$ cat config.mk
export PLATFORM = sky130hd
export DESIGN_NAME = ccsds123_frame_header
export DESIGN_NICKNAME = d
export VERILOG_FILES = /design/src/rtl/ccsds123_frame_header.sv
export SDC_FILE = /design/constraint.sdc
export NUM_CORES = 1
export LEC_CHECK = 0
export ABC_CLOCK_PERIOD_IN_PS = 7400
export CAP_MARGIN = 20
export CORE_AREA = 4 4 91 93
export DETAILED_ROUTE_END_ITERATION = 12
export DIE_AREA = 0 0 95 97
export PLACE_DENSITY = 0.83
export SETUP_SLACK_MARGIN = 0.05
export SYNTH_ARGS = -nofsm -noshare
export SYNTH_HDL_FRONTEND = slang
export SYNTH_SLANG_ARGS = --single-unit
$ cat constraint.sdc
create_clock -name clk -period 7.4 [get_ports clk]
set_clock_uncertainty 0.2 [all_clocks]
set_input_delay 1.48 -clock clk [delete_from_list [all_inputs] [get_ports clk]]
set_output_delay 1.48 -clock clk [all_outputs]
set_load 0.02 [all_outputs]
$ cat src/rtl/ccsds123_frame_header.sv
// Prepends a self-describing header word (geometry, depth, prediction bands, frame
// sequence number) to every compressed frame and adds AXI-stream backpressure.
module ccsds123_frame_header #(
    parameter int BUS_WIDTH = 64,
    parameter int NX        = 16,
    parameter int NY        = 16,
    parameter int NZ        = 16,
    parameter int D         = 16,
    parameter int P         = 3
) (
    input  logic                 clk,
    input  logic                 areset,
    input  logic [BUS_WIDTH-1:0] in_tdata,
    input  logic                 in_tvalid,
    input  logic                 in_tlast,
    output logic                 in_tready,
    output logic [BUS_WIDTH-1:0] out_tdata,
    output logic                 out_tvalid,
    output logic                 out_tlast,
    output logic                 out_tuser,
    input  logic                 out_tready
);

    typedef enum logic {
        HDR,
        PAY
    } state_t;

    state_t               state;
    logic [6:0]           frame_cnt;
    logic                 load_en;
    logic [BUS_WIDTH-1:0] header;

    // The single output register may refill whenever it is empty or being drained.
    assign load_en = !out_tvalid || out_tready;

    // NOTE: in_tready is combinational so a drained output register can refill in the
    // same cycle; it stays low in HDR, which is the one-cycle header bubble per frame.
    assign in_tready = (state == PAY) && load_en;

    // NOTE: every variable written here gets a default first, so no latch is inferred.
    always_comb begin
        header         = '0;
        header[15:0]   = 16'(NX);
        header[31:16]  = 16'(NY);
        header[47:32]  = 16'(NZ);
        header[52:48]  = 5'(D - 1);
        header[56:53]  = 4'(P);
        header[63:57]  = frame_cnt;
    end

    // NOTE: sequential state uses non-blocking assignments only, so every register
    // samples the pre-edge values regardless of statement order.
    always_ff @(posedge clk or posedge areset) begin
        if (areset) begin
            state      <= HDR;
            frame_cnt  <= '0;
            out_tdata  <= '0;
            out_tvalid <= 1'b0;
            out_tlast  <= 1'b0;
            out_tuser  <= 1'b0;
        end else if (load_en) begin
            // A drained word with nothing new behind it empties the register.
            out_tvalid <= 1'b0;
            case (state)
                HDR: begin
                    // The header waits until the frame's first payload word is pending.
                    if (in_tvalid) begin
                        out_tdata  <= header;
                        out_tvalid <= 1'b1;
                        out_tuser  <= 1'b1;
                        out_tlast  <= 1'b0;
                        state      <= PAY;
                    end
                end
                PAY: begin
                    if (in_tvalid) begin
                        out_tdata  <= in_tdata;
                        out_tvalid <= 1'b1;
                        out_tuser  <= 1'b0;
                        out_tlast  <= in_tlast;
                        if (in_tlast) begin
                            state     <= HDR;
                            frame_cnt <= frame_cnt + 7'd1;
                        end
                    end
                end
                default: state <= HDR;
            endcase
        end
    end

endmodule

After elaboration in Yosys (flattened, before gate mapping)
Index checks and enable logic that the tools add are counted.
{"block": "word_totals", "out_inout_bits": 68, "regBits": 75, "elab_cells": 27}
{"block": "classes", "n_mux": 12, "reduce_logical": 5, "n_addsub": 1, "n_eq_ne": 2, "n_bitwise": 1}
{"op": "64-bit 2-to-1 mux", "n": 2}
{"op": "64-bit case mux with 2 select lines", "n": 1}
{"op": "7-bit by 1-bit adder with 7-bit output, second input constant", "n": 1}
{"op": "1-bit 2-to-1 mux", "n": 6}
{"op": "1-bit case mux with 2 select lines", "n": 3}
{"op": "2-bit != test, second input constant", "n": 2}
{"op": "4-bit AND reduction", "n": 1}
{"op": "3-bit AND reduction", "n": 1}
{"op": "1-bit logical AND", "n": 1}
{"op": "1-bit zero test", "n": 1}
{"op": "1-bit logical OR", "n": 1}
{"op": "1-bit NOT", "n": 1}

Longest topological paths before layout
Gate-level depths: netlist of the first run.
{"block": "depth", "ltp_word": 3, "mapped_depth": 7, "ltp_nobuf": 4}

Worst setup path before layout of the first run
Ideal clock, no wire load.
{"block": "synth_path", "path_type": "in2out", "from": "input out_tready", "to": "output in_tready", "stages": 4, "path_slack_ns": 3.511, "path_buffers": 2, "t_arrival_ns": 2.209, "path_cell_list": "nand2b_4 > buf_6 > clkbuf_1 > and2_1"}
{"block": "synth_via", "elab_chain_len": 2}
{"element": "start: declaration", "line_no": "21", "text": "input logic out_tready"}
{"element": "1-bit logical OR", "line_no": "35", "text": "assign load_en = !out_tvalid || out_tready;"}
{"element": "1-bit logical AND", "line_no": "39", "text": "assign in_tready = (state == PAY) && load_en;"}
{"element": "end: declaration", "line_no": "16", "text": "output logic in_tready,"}
No other way between the ends.

Worst setup path in the final report of the first run
Ends and elaborated chain as after synthesis.

==> results of run 1 <==
## kinds of logic (layout without fill, tap and decap cells)
logic type      Yosys count  count (layout)  share of synthesized area [%]
xor+xnor                  6               6                           1.57
simple gates             64              64                           8.78
buf+inv                  81             214                           10.7
flops                    75              75                           56.1
fa+ha+maj                 1               1                          0.374
mux                      57              57                           17.1
compound gates           34              34                           5.49
## critical path, cell delays in order
cell,delay [ns]
clkdlybuf4s50_1,0.46
nand2b_4,0.28
and2_1,0.16
clkdlybuf4s50_1,0.60
## flip-flops by register name (all words and copies together) (netlist names)
signal and count:
frame_cnt 7, out_tdata 64, out_tlast 1, out_tuser 1, out_tvalid 1, state 1
## cells in the final DEF (no fill, tap or decap)
master	count
bufinv_16	2
o21ai_1	1
clkbuf_8	11
clkinvlp_4	1
xnor2_1	6
mux2i_1	56
inv_1	59
nand2_1	48
a21oi_1	23
dfrtp_1	74
and4_1	2
inv_2	1
dfrtp_2	1
nand2b_1	1
clkbuf_1	1
a31oi_1	9
and3_1	2
nand2b_4	1
and2_1	3
mux2_2	1
o21a_1	1
clkdlybuf4s50_1	136
and2_4	1
clkinv_2	1
nand4_1	5
ha_1	1
nand3_1	1
buf_4	2
## worst paths after layout
kind,endpoint,cells after the start
min in group asynchronous,out_tdata[27]$_DFFE_PP0P_,3
setup reg to reg,out_tdata[1]$_DFFE_PP0P_,3
max in group asynchronous,state$_DFFE_PP0P_,3
hold / removal,frame_cnt[6]$_DFFE_PP0P_,1
setup / recovery,in_tready,4
hold reg to reg,frame_cnt[6]$_DFFE_PP0P_,1
## area by class of cell
type	count	area, um2
well taps	102	128
fillers	630	2580
flip-flops and latches	75	1880
clock buffers	12	155
clock inverters	4	72.6
multi-input cells	162	1110
repair buffers	138	1380
inverters	60	225
## metal layers
layer / up-vias / GRT usage, % / share of wire, % / wire (um)
met5: - / 0 / 0 / 0
met4: 0 / 8.10 / 2.3 / 183
met1: 1279 / 22.0 / 40 / 3170
met3: 16 / 4.28 / 6.2 / 492
li1: 1264 / - / - / -
met2: 89 / 29.6 / 52 / 4090
## stage by stage
stage	cell area [um2]	hold slack [ns]	instances	setup slack (ns)
finish	4950	0.300	553	2.73
global route	4950	0.321	553	2.69
CTS	4950	0.304	553	2.73
detailed placement	4720	0.286	537	2.74
global placement	4720	0.265	537	2.74
floorplan	3350	0.245	318	3.51
## power by group
group | switching, uW | internal, uW | total (uW) | leakage (uW)
clock | 145 | 208 | 353 | 0.000113
sequential | 55.0 | 495 | 550 | 0.000904
combinational | 227 | 223 | 450 | 0.00133
==> reports/results.tsv, run 1 <==
metric	value	unit
outcome	complete, no violations	
track_usage	17.9	%
fmax	0.214	GHz
cts_setup_buffers	0	
clk_path_buf_depth	2	
cts_buffers	9	
vias_per_cell	4.79	
synth_common_cells	dfrtp_1 (75), inv_1 (60), mux2i_1 (56)	
cts_hold_buf	0	
core_area	0.00753	mm2
rsz0062_at_grt	false	
wl_per_cell	14.3	um
cellLeakagePower	0.00234	uW
setup_tns	0	ns
critPathKind	in2out	
ctsResizeCount	0	
start_kind	input port	
vias	2648	
r2r_start	out_tvalid$_DFFE_PP0P_	
irDropWorstVdd	0.139	mV
cp.arrival	2.99	ns
setup_viol	0	
overflow	0	
dr.pass1.iters	4	
area_growth	47.8	%
synth_edf_count	0	
utilization	65.8	%
end_kind	output port	
clockRootBuffer	clkbuf_8	
first_global_vias	2746	
slew_violations	0	
nNetsFinal	516	
syn_inst	318	
tritoncts	done	
cts_sinks	75	
fp.dieW	95	um
dp_hpwl	5610	um
worst_pin_slew	1.03	ns
io_buffers	136	
cts_max_level	3	
hold_class	reg2reg	
antenna_cells	0	
ys_seq_area_share	56.1	%
ys_seq_elements	75	
dieArea	0.00922	mm2
finalCritPeriodShare	63.1	%
ant_nets	0	
ys_top_cells_by_area	dfrtp_1 (56%), mux2i_1 (17%), inv_1 (6.7%)	
powerDensity	273	mW/mm2
start_util	44.5	%
yosysTopAreaCellShare	56.1	%
cp_max_fo	25	
syn_area	0.00335	mm2
grt_max_degree	76	
clk_latency	0.34	ns
pin_count	137	
row_count	32	
syn_area_per_cell	10.5	um2
grt_pass1_wl	13000	um
async_flop_share	100	%
yosysMostFrequentCell	dfrtp_1	
p_total	1350	uW
yosys_warnings	0	
gp_congestion	0.690	
ys.flop_type	dfrtp_1	
drive_gt1_share	4.88	%
drc	0	
reg2reg_setup_slack	5.24	ns
routed_wl	7930	um
synth_nets	388	
min_period	4.67	ns
maxCapViolCount	0	
clk_pin_slew	0.08	ns
required	5.72	ns
hold_viol	0	
die_h	97	um
slew_headroom	31.3	%
crit_path_start	out_tready	
synth_cell_type_count	22	
yosys.area.top_type	dfrtp_1	
holdCritStartpoint	frame_cnt[6]$_DFFE_PP0P_	
antenna_found_initial	0	
drtIter0Drc	97	
Note: power is estimated with default switching activity, not from simulation.
==> run 2, diff against run 1 <==
Settings changed: ABC_CLOCK_PERIOD_IN_PS 7400 to 4100, CORE_AREA 4 4 91 93 to 4 4 98 100, DIE_AREA 0 0 95 97 to 0 0 102 104, PLACE_DENSITY 0.83 to 0.75.
Clock period 7.4 ns to 4.1 ns, I/O delays scaled along.
==> run 2 against run 1 <==
Non-clock buffer count rose by 3. Critical path type unchanged. Cell count rose by 1.6%. Die area is 15% higher. Sequential share of layout area shrank 0.28 points. Combinational power grew 81%. Hold slack got worse by 0.0061 ns.
==> reports/results.tsv, run 2 (synthesis gave the netlist of run 1 again) <==
metric	value	unit
final_cell_area	0.00499	mm2
drtIter0Drc	112	
r2r_end	out_tdata[14]$_DFFE_PP0P_	
powerDensity	483	mW/mm2
crit_family	buffers and inverters	
track_usage	15.8	%
outcome	complete, no violations	
maxCapViolCount	0	
cts_hold_buf	0	
reg2reg_setup_slack	2.11	ns
final_common_cell	clkdlybuf4s50_1	
fillerInstances	775	
reg_top3	out_tdata x64, frame_cnt x7	
wl_per_cell	14.6	um
gp_congestion	0.735	
worstPathCellList	clkdlybuf4s50_1 > nand2b_4 > and2_1 > clkdlybuf4s50_1	
cts_setup_buffers	0	
setup_viol	0	
ctsResizeCount	0	
cts_buffers	9	
required	3.08	ns
core_area	0.00868	mm2
row_count	34	
fp.dieW	102	um
cp_max_fo	25	
rsz0062_at_grt	false	
dr.pass1.iters	4	
min_period	3.34	ns
first_global_vias	2729	
fin_cells	562	
dieArea	0.0106	mm2
drive_gt1_share	5.51	%
antenna_found_initial	0	
io_buffers	136	
dpl_cell_area	0.00476	mm2
end_kind	output port	
cts_sinks	75	
r2r_cells	4	
drc	0	
finalCritPeriodShare	81.5	%
top_register	out_tdata	
irDropWorstVdd	0.270	mV
cts_max_level	3	
pin_count	137	
vias_per_cell	4.58	
routed_wl	8220	um
crit_buf_inv	2	
grt_pass1_wl	13500	um
critPathKind	in2out	
hold_depth	1	
start_kind	input port	
nNetsFinal	519	
hold_viol	0	
max_stage_delay	0.60	ns
clockRootBuffer	clkbuf_8	
hold_end	frame_cnt[3]$_DFFE_PP0P_	
cp.arrival	2.32	ns
area_growth	48.9	%
crit_path_frequent_cell	clkdlybuf4s50_1	
cellLeakagePower	0.00236	uW
clk_pin_slew	0.07	ns
clk_path_buf_depth	2	
start_util	38.6	%
hold_class	reg2reg	
worst_pin_slew	0.754	ns
clk_latency	0.33	ns
timing.hold.ws	0.294	ns
holdCritStartpoint	frame_cnt[3]$_DFFE_PP0P_	
cp_slowest_cell	clkdlybuf4s50_1	
tritoncts	done	
antenna_cells	0	
setup_tns	0	ns
overflow	0	
grt_max_degree	73	
largest_register_ffs	64	
ant_nets	0	
vias	2572	
dp_hpwl	5780	um
r2r_start	out_tvalid$_DFFE_PP0P_	
fmax	0.299	GHz
die_h	104	um
slew_headroom	49.7	%
slew_violations	0	
final_cell_mix	clkdlybuf4s50_1 (136), dfrtp_1 (74), inv_1 (59)	
p_total	2410	uW
dp.cells	545	
## run 2: cell types whose count changed in the layout (fill, tap and decap cells not counted), sizes merged
cell,delta
clkinv,+4
buf,+3
clkbuf,-2
clkinvlp,-1
inv,-1
## run 2: worst max path at each step
stage                from                       end  cells past startpoint
3_3_place_gp   out_tready                 in_tready                      4
2_1_floorplan      areset  frame_cnt[0]$_DFFE_PP0P_                      1
3_5_place_dp   out_tready                 in_tready                      4
5_1_grt        out_tready                 in_tready                      4
4_1_cts        out_tready                 in_tready                      4
6_report       out_tready                 in_tready                      4
## run 2: per-stage QoR
stage | util [%] | setup WS, ns
after floorplan | - | 1.17
after global placement | 54.8 | 0.746
after detailed placement | 54.8 | 0.762
after CTS | 57.2 | 0.753
after global routing | 57.5 | 0.710
final | 57.5 | 0.757
## run 2: layer usage
metal / vias to the layer above / global-route usage, % / routed length [um]
li1: 1266 / - / -
met1: 1207 / 20.8 / 3630
met2: 90 / 25.4 / 3840
met3: 9 / 4.36 / 677
met4: 0 / 4.22 / 76
met5: - / 0 / 0
## run 2: layout make-up
| class | instances | area [um2] | area share (%) |
|---|---|---|---|
| multi-input combinational | 162 | 1110 | 22.4 |
| inverter | 60 | 226 | 4.54 |
| timing repair buffer | 141 | 1420 | 28.6 |
| sequential | 75 | 1880 | 37.7 |
| tap | 108 | 135 | 2.71 |
| clock buffer | 10 | 128 | 2.56 |
| clock inverter | 6 | 80.1 | 1.61 |
## run 2: report_power, final
part / internal, uW / switching [uW]
combinational: 406 / 410
sequential: 892 / 97.7
clock: 339 / 264
total: 1640 / 772
